## src/rtl/add_sched_if.sv

```systemverilog
// Requester/adder signal bundle for add_sched: the scheduler takes the slave modport,
// and the requesters plus the shared adder take the master modport.
interface add_sched_if #(
  parameter int N_REQ = 4,
  parameter int W     = 16
);
  logic [N_REQ-1:0]   req;
  logic [N_REQ*W-1:0] op_a;
  logic [N_REQ*W-1:0] op_b;
  logic [N_REQ-1:0]   gnt;
  logic [N_REQ-1:0]   done;
  logic [W-1:0]       result;
  logic               err;
  logic               busy;
  logic               add_cs;
  logic [W-1:0]       add_x;
  logic [W-1:0]       add_y;
  logic [W-1:0]       add_sum;
  logic               add_rdy;

  modport slave (
    input  req, op_a, op_b, add_sum, add_rdy,
    output gnt, done, result, err, busy, add_cs, add_x, add_y
  );

  modport master (
    output req, op_a, op_b, add_sum, add_rdy,
    input  gnt, done, result, err, busy, add_cs, add_x, add_y
  );
endinterface

```

## src/rtl/add_sched.sv

```systemverilog
// Round-robin scheduler giving N_REQ requesters access to one shared sign-magnitude adder.
// Optional handshake watchdog enabled by defining ADD_SCHED_TIMEOUT_EN.
//
// state   | meaning
// IDLE    | no operation; arbitrate among req
// ISSUE   | operands latched, add_cs high for this cycle
// WAIT_LO | wait for the adder to drop add_rdy
// WAIT_HI | wait for add_rdy to return with the sum
// DONE    | done pulse to the winner, then release the grant
module add_sched #(
  parameter int N_REQ   = 4,
  parameter int W       = 16,
  parameter int TIMEOUT = 15
) (
  input logic        clk,
  input logic        rst_n,
  add_sched_if.slave bus
);
  localparam int PW = (N_REQ > 1) ? $clog2(N_REQ) : 1;

  typedef enum logic [2:0] {IDLE, ISSUE, WAIT_LO, WAIT_HI, DONE} state_t;

  state_t           r_state;
  logic [PW-1:0]    r_ptr;
  logic [PW-1:0]    r_win;
  logic [N_REQ-1:0] r_gnt;
  logic [N_REQ-1:0] r_done;
  logic [W-1:0]     r_result;
  logic [W-1:0]     r_x;
  logic [W-1:0]     r_y;
  logic             r_cs;

  logic [PW-1:0]    w_win;
  logic [PW-1:0]    w_idx;
  logic             w_any;
  logic [W-1:0]     w_opa;
  logic [W-1:0]     w_opb;
  logic             w_fail;

  // Scan from r_ptr upward with wrap; the first active request found wins.
  always_comb begin
    w_win = r_ptr;
    w_any = 1'b0;
    w_idx = r_ptr;
    for (int k = 0; k < N_REQ; k++) begin
      if (!w_any && bus.req[w_idx]) begin
        w_win = w_idx;
        w_any = 1'b1;
      end
      w_idx = (w_idx == PW'(N_REQ - 1)) ? '0 : w_idx + 1'b1;
    end
  end

  always_comb begin
    w_opa = '0;
    w_opb = '0;
    for (int k = 0; k < N_REQ; k++) begin
      if (PW'(k) == w_win) begin
        w_opa = bus.op_a[k*W +: W];
        w_opb = bus.op_b[k*W +: W];
      end
    end
  end

  always_ff @(posedge clk or negedge rst_n) begin
    if (!rst_n) begin
      r_state  <= IDLE;
      r_ptr    <= '0;
      r_win    <= '0;
      r_gnt    <= '0;
      r_done   <= '0;
      r_result <= '0;
      r_x      <= '0;
      r_y      <= '0;
      r_cs     <= 1'b0;
    end else begin
      r_cs   <= 1'b0;
      r_done <= '0;
      case (r_state)
        IDLE: begin
          if (w_any) begin
            r_win   <= w_win;
            r_gnt   <= {{(N_REQ-1){1'b0}}, 1'b1} << w_win;
            r_x     <= w_opa;
            r_y     <= w_opb;
            r_cs    <= 1'b1;
            r_state <= ISSUE;
          end
        end
        ISSUE: r_state <= WAIT_LO;
        WAIT_LO: begin
          if (!bus.add_rdy) begin
            r_state <= WAIT_HI;
          end else if (w_fail) begin
            r_result <= '0;
            r_done   <= r_gnt;
            r_state  <= DONE;
          end
        end
        WAIT_HI: begin
          if (bus.add_rdy) begin
            r_result <= bus.add_sum;
            r_done   <= r_gnt;
            r_state  <= DONE;
          end else if (w_fail) begin
            r_result <= '0;
            r_done   <= r_gnt;
            r_state  <= DONE;
          end
        end
        DONE: begin
          r_gnt   <= '0;
          r_ptr   <= (r_win == PW'(N_REQ - 1)) ? '0 : r_win + 1'b1;
          r_state <= IDLE;
        end
        default: r_state <= IDLE;
      endcase
    end
  end

`ifdef ADD_SCHED_TIMEOUT_EN
  localparam int CW = $clog2(TIMEOUT + 1);

  logic [CW-1:0] r_tcnt;
  logic          r_err;

  // Counter restarts on entry to each wait phase; a phase fails after TIMEOUT cycles in it.
  assign w_fail = ((r_state == WAIT_LO && bus.add_rdy) || (r_state == WAIT_HI && !bus.add_rdy))
                  && (r_tcnt == CW'(TIMEOUT - 1));

  always_ff @(posedge clk or negedge rst_n) begin
    if (!rst_n) begin
      r_tcnt <= '0;
      r_err  <= 1'b0;
    end else begin
      if (r_state == ISSUE || (r_state == WAIT_LO && !bus.add_rdy))
        r_tcnt <= '0;
      else if (r_state == WAIT_LO || r_state == WAIT_HI)
        r_tcnt <= r_tcnt + 1'b1;
      if (r_state == WAIT_HI && bus.add_rdy)
        r_err <= 1'b0;
      else if (w_fail)
        r_err <= 1'b1;
    end
  end

  assign bus.err = r_err;
`else
  assign w_fail  = 1'b0;
  assign bus.err = 1'b0;
`endif

  assign bus.gnt    = r_gnt;
  assign bus.done   = r_done;
  assign bus.result = r_result;
  assign bus.busy   = (r_state != IDLE);
  assign bus.add_cs = r_cs;
  assign bus.add_x  = r_x;
  assign bus.add_y  = r_y;
endmodule

```

## src/flat_wrapper.sv

```systemverilog
// flat-port wrapper written by rule: the top's interface ports become plain ports
module add_sched_flat 
#(
  parameter int N_REQ   = 4,
  parameter int W       = 16,
  parameter int TIMEOUT = 15
)
  (clk, rst_n, bus_req, bus_op_a, bus_op_b, bus_add_sum, bus_add_rdy, bus_gnt, bus_done, bus_result, bus_err, bus_busy, bus_add_cs, bus_add_x, bus_add_y);
  add_sched_if #(.N_REQ(N_REQ), .W(W)) bus_i ();
  input logic clk;
  input logic rst_n;
  input wire logic [$bits(bus_i.req)-1:0] bus_req;
  input wire logic [$bits(bus_i.op_a)-1:0] bus_op_a;
  input wire logic [$bits(bus_i.op_b)-1:0] bus_op_b;
  input wire logic [$bits(bus_i.add_sum)-1:0] bus_add_sum;
  input wire logic [$bits(bus_i.add_rdy)-1:0] bus_add_rdy;
  output wire logic [$bits(bus_i.gnt)-1:0] bus_gnt;
  output wire logic [$bits(bus_i.done)-1:0] bus_done;
  output wire logic [$bits(bus_i.result)-1:0] bus_result;
  output wire logic [$bits(bus_i.err)-1:0] bus_err;
  output wire logic [$bits(bus_i.busy)-1:0] bus_busy;
  output wire logic [$bits(bus_i.add_cs)-1:0] bus_add_cs;
  output wire logic [$bits(bus_i.add_x)-1:0] bus_add_x;
  output wire logic [$bits(bus_i.add_y)-1:0] bus_add_y;
  assign bus_i.req = bus_req;
  assign bus_i.op_a = bus_op_a;
  assign bus_i.op_b = bus_op_b;
  assign bus_i.add_sum = bus_add_sum;
  assign bus_i.add_rdy = bus_add_rdy;
  assign bus_gnt = bus_i.gnt;
  assign bus_done = bus_i.done;
  assign bus_result = bus_i.result;
  assign bus_err = bus_i.err;
  assign bus_busy = bus_i.busy;
  assign bus_add_cs = bus_i.add_cs;
  assign bus_add_x = bus_i.add_x;
  assign bus_add_y = bus_i.add_y;
  add_sched #(.N_REQ(N_REQ), .W(W), .TIMEOUT(TIMEOUT)) u_core (.clk(clk), .rst_n(rst_n), .bus(bus_i));
endmodule
```

## config.mk

```make
export PLATFORM = sky130hd
export DESIGN_NAME = add_sched_flat
export DESIGN_NICKNAME = d
export VERILOG_FILES = /design/src/rtl/add_sched_if.sv /design/src/rtl/add_sched.sv /design/src/flat_wrapper.sv
export SDC_FILE = /design/constraint.sdc
export NUM_CORES = 1
export LEC_CHECK = 0
export ABC_CLOCK_PERIOD_IN_PS = 4500
export CORE_MARGIN = 8
export CORE_UTILIZATION = 35
export CTS_CLUSTER_SIZE = 16
export DETAILED_ROUTE_END_ITERATION = 16
export PLACE_DENSITY = 0.74
export SYNTH_ARGS = -nofsm -noshare
export SYNTH_HDL_FRONTEND = slang
export SYNTH_SLANG_ARGS = --single-unit
```

## constraint.sdc

```tcl
create_clock -name clk -period 4.5 [get_ports clk]
set_clock_uncertainty 0.2 [all_clocks]
set_input_delay 0.45 -clock clk [delete_from_list [all_inputs] [get_ports clk]]
set_output_delay 0.45 -clock clk [all_outputs]
set_load 0.03 [all_outputs]
```

==> results.py <==
metrics = {
    "run_status": {
        "status": "completed",
    },
    "floorplan": {
        "die_y_um": 118,
        "core_um2": 10200,
        "die_w_um": 118,
        "fp.dieArea_um2": 13800,
        "start_util_pct": 35.5,
        "io_pins": 210,
        "rows": 37,
    },
    "clock_tree": {
        "postCtsSetupBuffers": 0,
        "cts_buffers": 9,
        "htree_levels": 3,
        "cts.clk_slew.worst_paths_ns": 0.09,
        "clock_path_buffers": 2,
        "cts_resized": 0,
        "cts_tree": "done",
        "cts.sinks": 64,
        "clockRootBuffer": "clkbuf_8",
        "clock_latency_ns": 0.34,
    },
    "grt": {
        "grt-ovfl-total": 0,
        "grt_first_pass_wirelength_um": 20000,
        "grt_pass1_vias": 3783,
        "grt_max_degree": 45,
        "antenna_found_initial": 0,
        "grt_use_total_pct": 17.9,
    },
    "logic_synthesis": {
        "synth_top_family_by_area": "multiplexers",
        "synthMuxAreaShare_pct": 26.6,
        "synth_flop_cell": "dfrtp_1",
        "synth_compound_area_share_pct": 13.4,
        "synth_area_um2": 3620,
        "syn_inst": 314,
        "syn_avg_cell_area_um2": 11.5,
        "synth-warning-count": 0,
        "synth_common_cells": "68 x mux2i_1, 64 x dfrtp_1, 39 x nand2_1",
        "synth-edff-count": 0,
        "synth_seq_cells": 64,
        "synth_most_common_cell": "mux2i_1",
        "async_reset_ff_share_pct": 100,
        "synth_cell_types": 46,
        "yosys.area.top_type_share_pct": 44.3,
        "synthXorXnorAreaFrac_pct": 0,
        "syn-num-nets": 467,
        "yosys.area.top_type": "dfrtp_1",
        "yosys-top-cells-area": "dfrtp_1 44%, mux2i_1 19%, o221ai_1 7.7%",
        "seq_area_frac_synth_pct": 44.3,
        "synthAdderAreaFrac_pct": 0.692,
        "synth_simple_gate_area_share_pct": 8.75,
    },
    "placed_design": {
        "postPlaceCellArea_um2": 5770,
        "io_buffer_count": 208,
        "dp_hpwl_um": 9980,
        "place_congestion": 0.844,
        "dp_slack_ns": 0.672,
    },
    "worst_setup_path": {
        "r2r_end": "u_core.bus.add_y[6]",
        "endpoint_kind": "flip-flop",
        "cp_top_family": "compound AO/OA/AOI/OAI gates",
        "required_ns": 4.49,
        "r2r_start": "u_core.r_ptr[0]",
        "max_stage_delay_ns": 0.76,
        "path_buf_inv": 1,
        "startpoint_type": "flip-flop",
        "ff2ff_setup_slack_ns": 0.66,
        "critical_path_class": "flip-flop to flip-flop",
        "worstPathCellList": "ha_1 -> or3_4 -> and3_4 -> o2111a_1 -> a41oi_4 -> buf_12 -> mux2i_1 -> o221ai_1",
        "cp_max_fo": 26,
        "slowest_stage": "dfrtp_1",
        "cp_data_arrival_time_ns": 3.83,
        "worst-r2r-cell-count": 8,
    },
    "worst_hold_path": {
        "hp-start": "u_core.r_state[2]",
        "hold_path.class": "flip-flop to flip-flop",
        "hold_end": "u_core.r_state[1]",
        "hold_depth": 1,
    },
    "layout": {
        "fin_util_pct": 59.0,
        "post-route-cell-area_um2": 6010,
        "multi_input_area_um2": 1800,
        "final-seq-area_um2": 1600,
        "diodes": 0,
        "n_fill_cell": 871,
        "layout-drive-gt1-share_pct": 10.2,
        "area_growth_pct": 66.1,
        "fin_nets": 670,
    },
    "sta": {
        "fin_crit_sh_pct": 85.3,
        "finalHoldViolations": 0,
        "worst_slack_ns": 0.663,
        "grt_setup_unrepaired": "false",
        "post-route-min-period_ns": 3.84,
        "worst_pin_slew_ns": 0.753,
        "slew_headroom_pct": 49.6,
        "tns_ns": 0,
        "report.final.slew_viol_count": 0,
        "fmax_mhz": 261,
        "finalSetupViolCount": 0,
        "holdWs_ns": 0.290,
    },
    "routing": {
        "final_antenna_net_count": 0,
        "vias": 3352,
        "dr.first_iter.drc_count": 193,
        "drt_first_pass_iters": 6,
        "drc": 0,
        "routed_via_density": 5.09,
        "wl_per_cell_um": 19.3,
        "routed_wl_um": 12700,
    },
    "power_and_ir_drop": {
        "power.density_nw_per_um2": 771,
        "seqPwrFrac_pct": 22.2,
        "p_int_uw": 2580,
        "max-vdd-ir-drop_mv": 0.348,
        "comb_power_share_pct": 65.6,
        "p_leak_uw": 0.00253,
        "switchingPower_uw": 2050,
        "swShare_pct": 44.3,
        "clkPwrFrac_pct": 12.3,
    },
    "flow_run": {
        "max-cap-violations": 0,
    },
}
[cells by family after synthesis]
kind of cell / Yosys count
mux: 90
simple gates: 67
flops: 64
compound gates: 59
buf+inv: 31
fa+ha+maj: 2
other cells: 1
[power by group through the flow]
stage	Clock (µW)	Combinational [µW]	Sequential, µW
floorplan	0	1790	1440
global placement	0	3000	1020
detailed placement	0	3060	1030
CTS	584	3070	1030
global route	604	3240	1060
finish	568	3040	1030
[worst reg2reg max path: stages, from the launching register on]
cell and delay (ns):
dfrtp_1 0.76, ha_1 0.48, or3_4 0.45, and3_4 0.21, o2111a_1 0.29, a41oi_4 0.63
buf_12 0.30, mux2i_1 0.25, o221ai_1 0.14
[cell usage in the layout, fill, tap and decap left out, types with 3 or more instances in the layout]
cell type,instances
buf_4,5
mux2_2,18
o221ai_1,32
mux4_2,3
nor3_1,3
and2_1,4
o31ai_1,5
buf_12,3
o21ai_0,3
clkdlybuf4s50_1,207
mux2i_1,68
a21oi_1,4
nand2_1,39
clkbuf_8,9
inv_1,5
nand3_1,7
nor2_1,4
dfrtp_1,64
[sequential cells by signal, indices dropped and copies added (netlist names)]
name               flops
u_core.bus.add_x      16
u_core.bus.add_y      16
u_core.bus.result     16
u_core.bus.done        4
u_core.bus.gnt         4
u_core.r_state         3
u_core.r_ptr           2
u_core.r_win           2
u_core.bus.add_cs      1
[metal layers]
metal  wire, µm  part of all wire (%)  global-route usage (%)  up-vias
met4        376                   3.0                    7.37        0
met5          0                     0                       0        -
li1           -                     -                       -     1585
met3        853                   6.7                    6.19       26
met1       4700                    37                    18.1     1614
met2       6740                    53                    32.8      127
[stage by stage]
stage | power, µW | instances
floorplan | 3220 | 314
global placement | 4020 | 641
detailed placement | 4090 | 641
CTS | 4680 | 658
global route | 4900 | 658
finish | 4630 | 658
[area by class of cell]
cell class	count	area share, %
Tap cell	136	2.83
Timing Repair Buffer	217	36.4
Clock inverter	7	1.71
Sequential cell	64	26.7
Inverter	6	0.375
Multi-Input combinational cell	219	30.0
Clock buffer	9	2.06
[repair_timing]
action                     in CTS  in global routing
setup endpoints to repair       0                  0
hold buffers                    1                  0
hold endpoints to repair       28                  0
[how the worst max path moves through the flow]
| stage | slack, ns | from | cells after the start | endpoint |
|---|---|---|---|---|
| after detailed placement | 0.67 | u_core.r_ptr[0] | 8 | u_core.bus.add_y[6] |
| after CTS | 0.69 | u_core.r_ptr[0] | 8 | u_core.bus.add_y[6] |
| after global routing | 0.43 | u_core.r_ptr[0] | 8 | u_core.bus.add_y[6] |
| final | 0.66 | u_core.r_ptr[0] | 8 | u_core.bus.add_y[6] |
| after global placement | 0.79 | u_core.r_ptr[0] | 8 | u_core.bus.add_y[5] |
| after floorplan | 1.78 | u_core.r_ptr[0] | 9 | u_core.bus.add_x[0] |
Power figures use the tool's default switching activity.
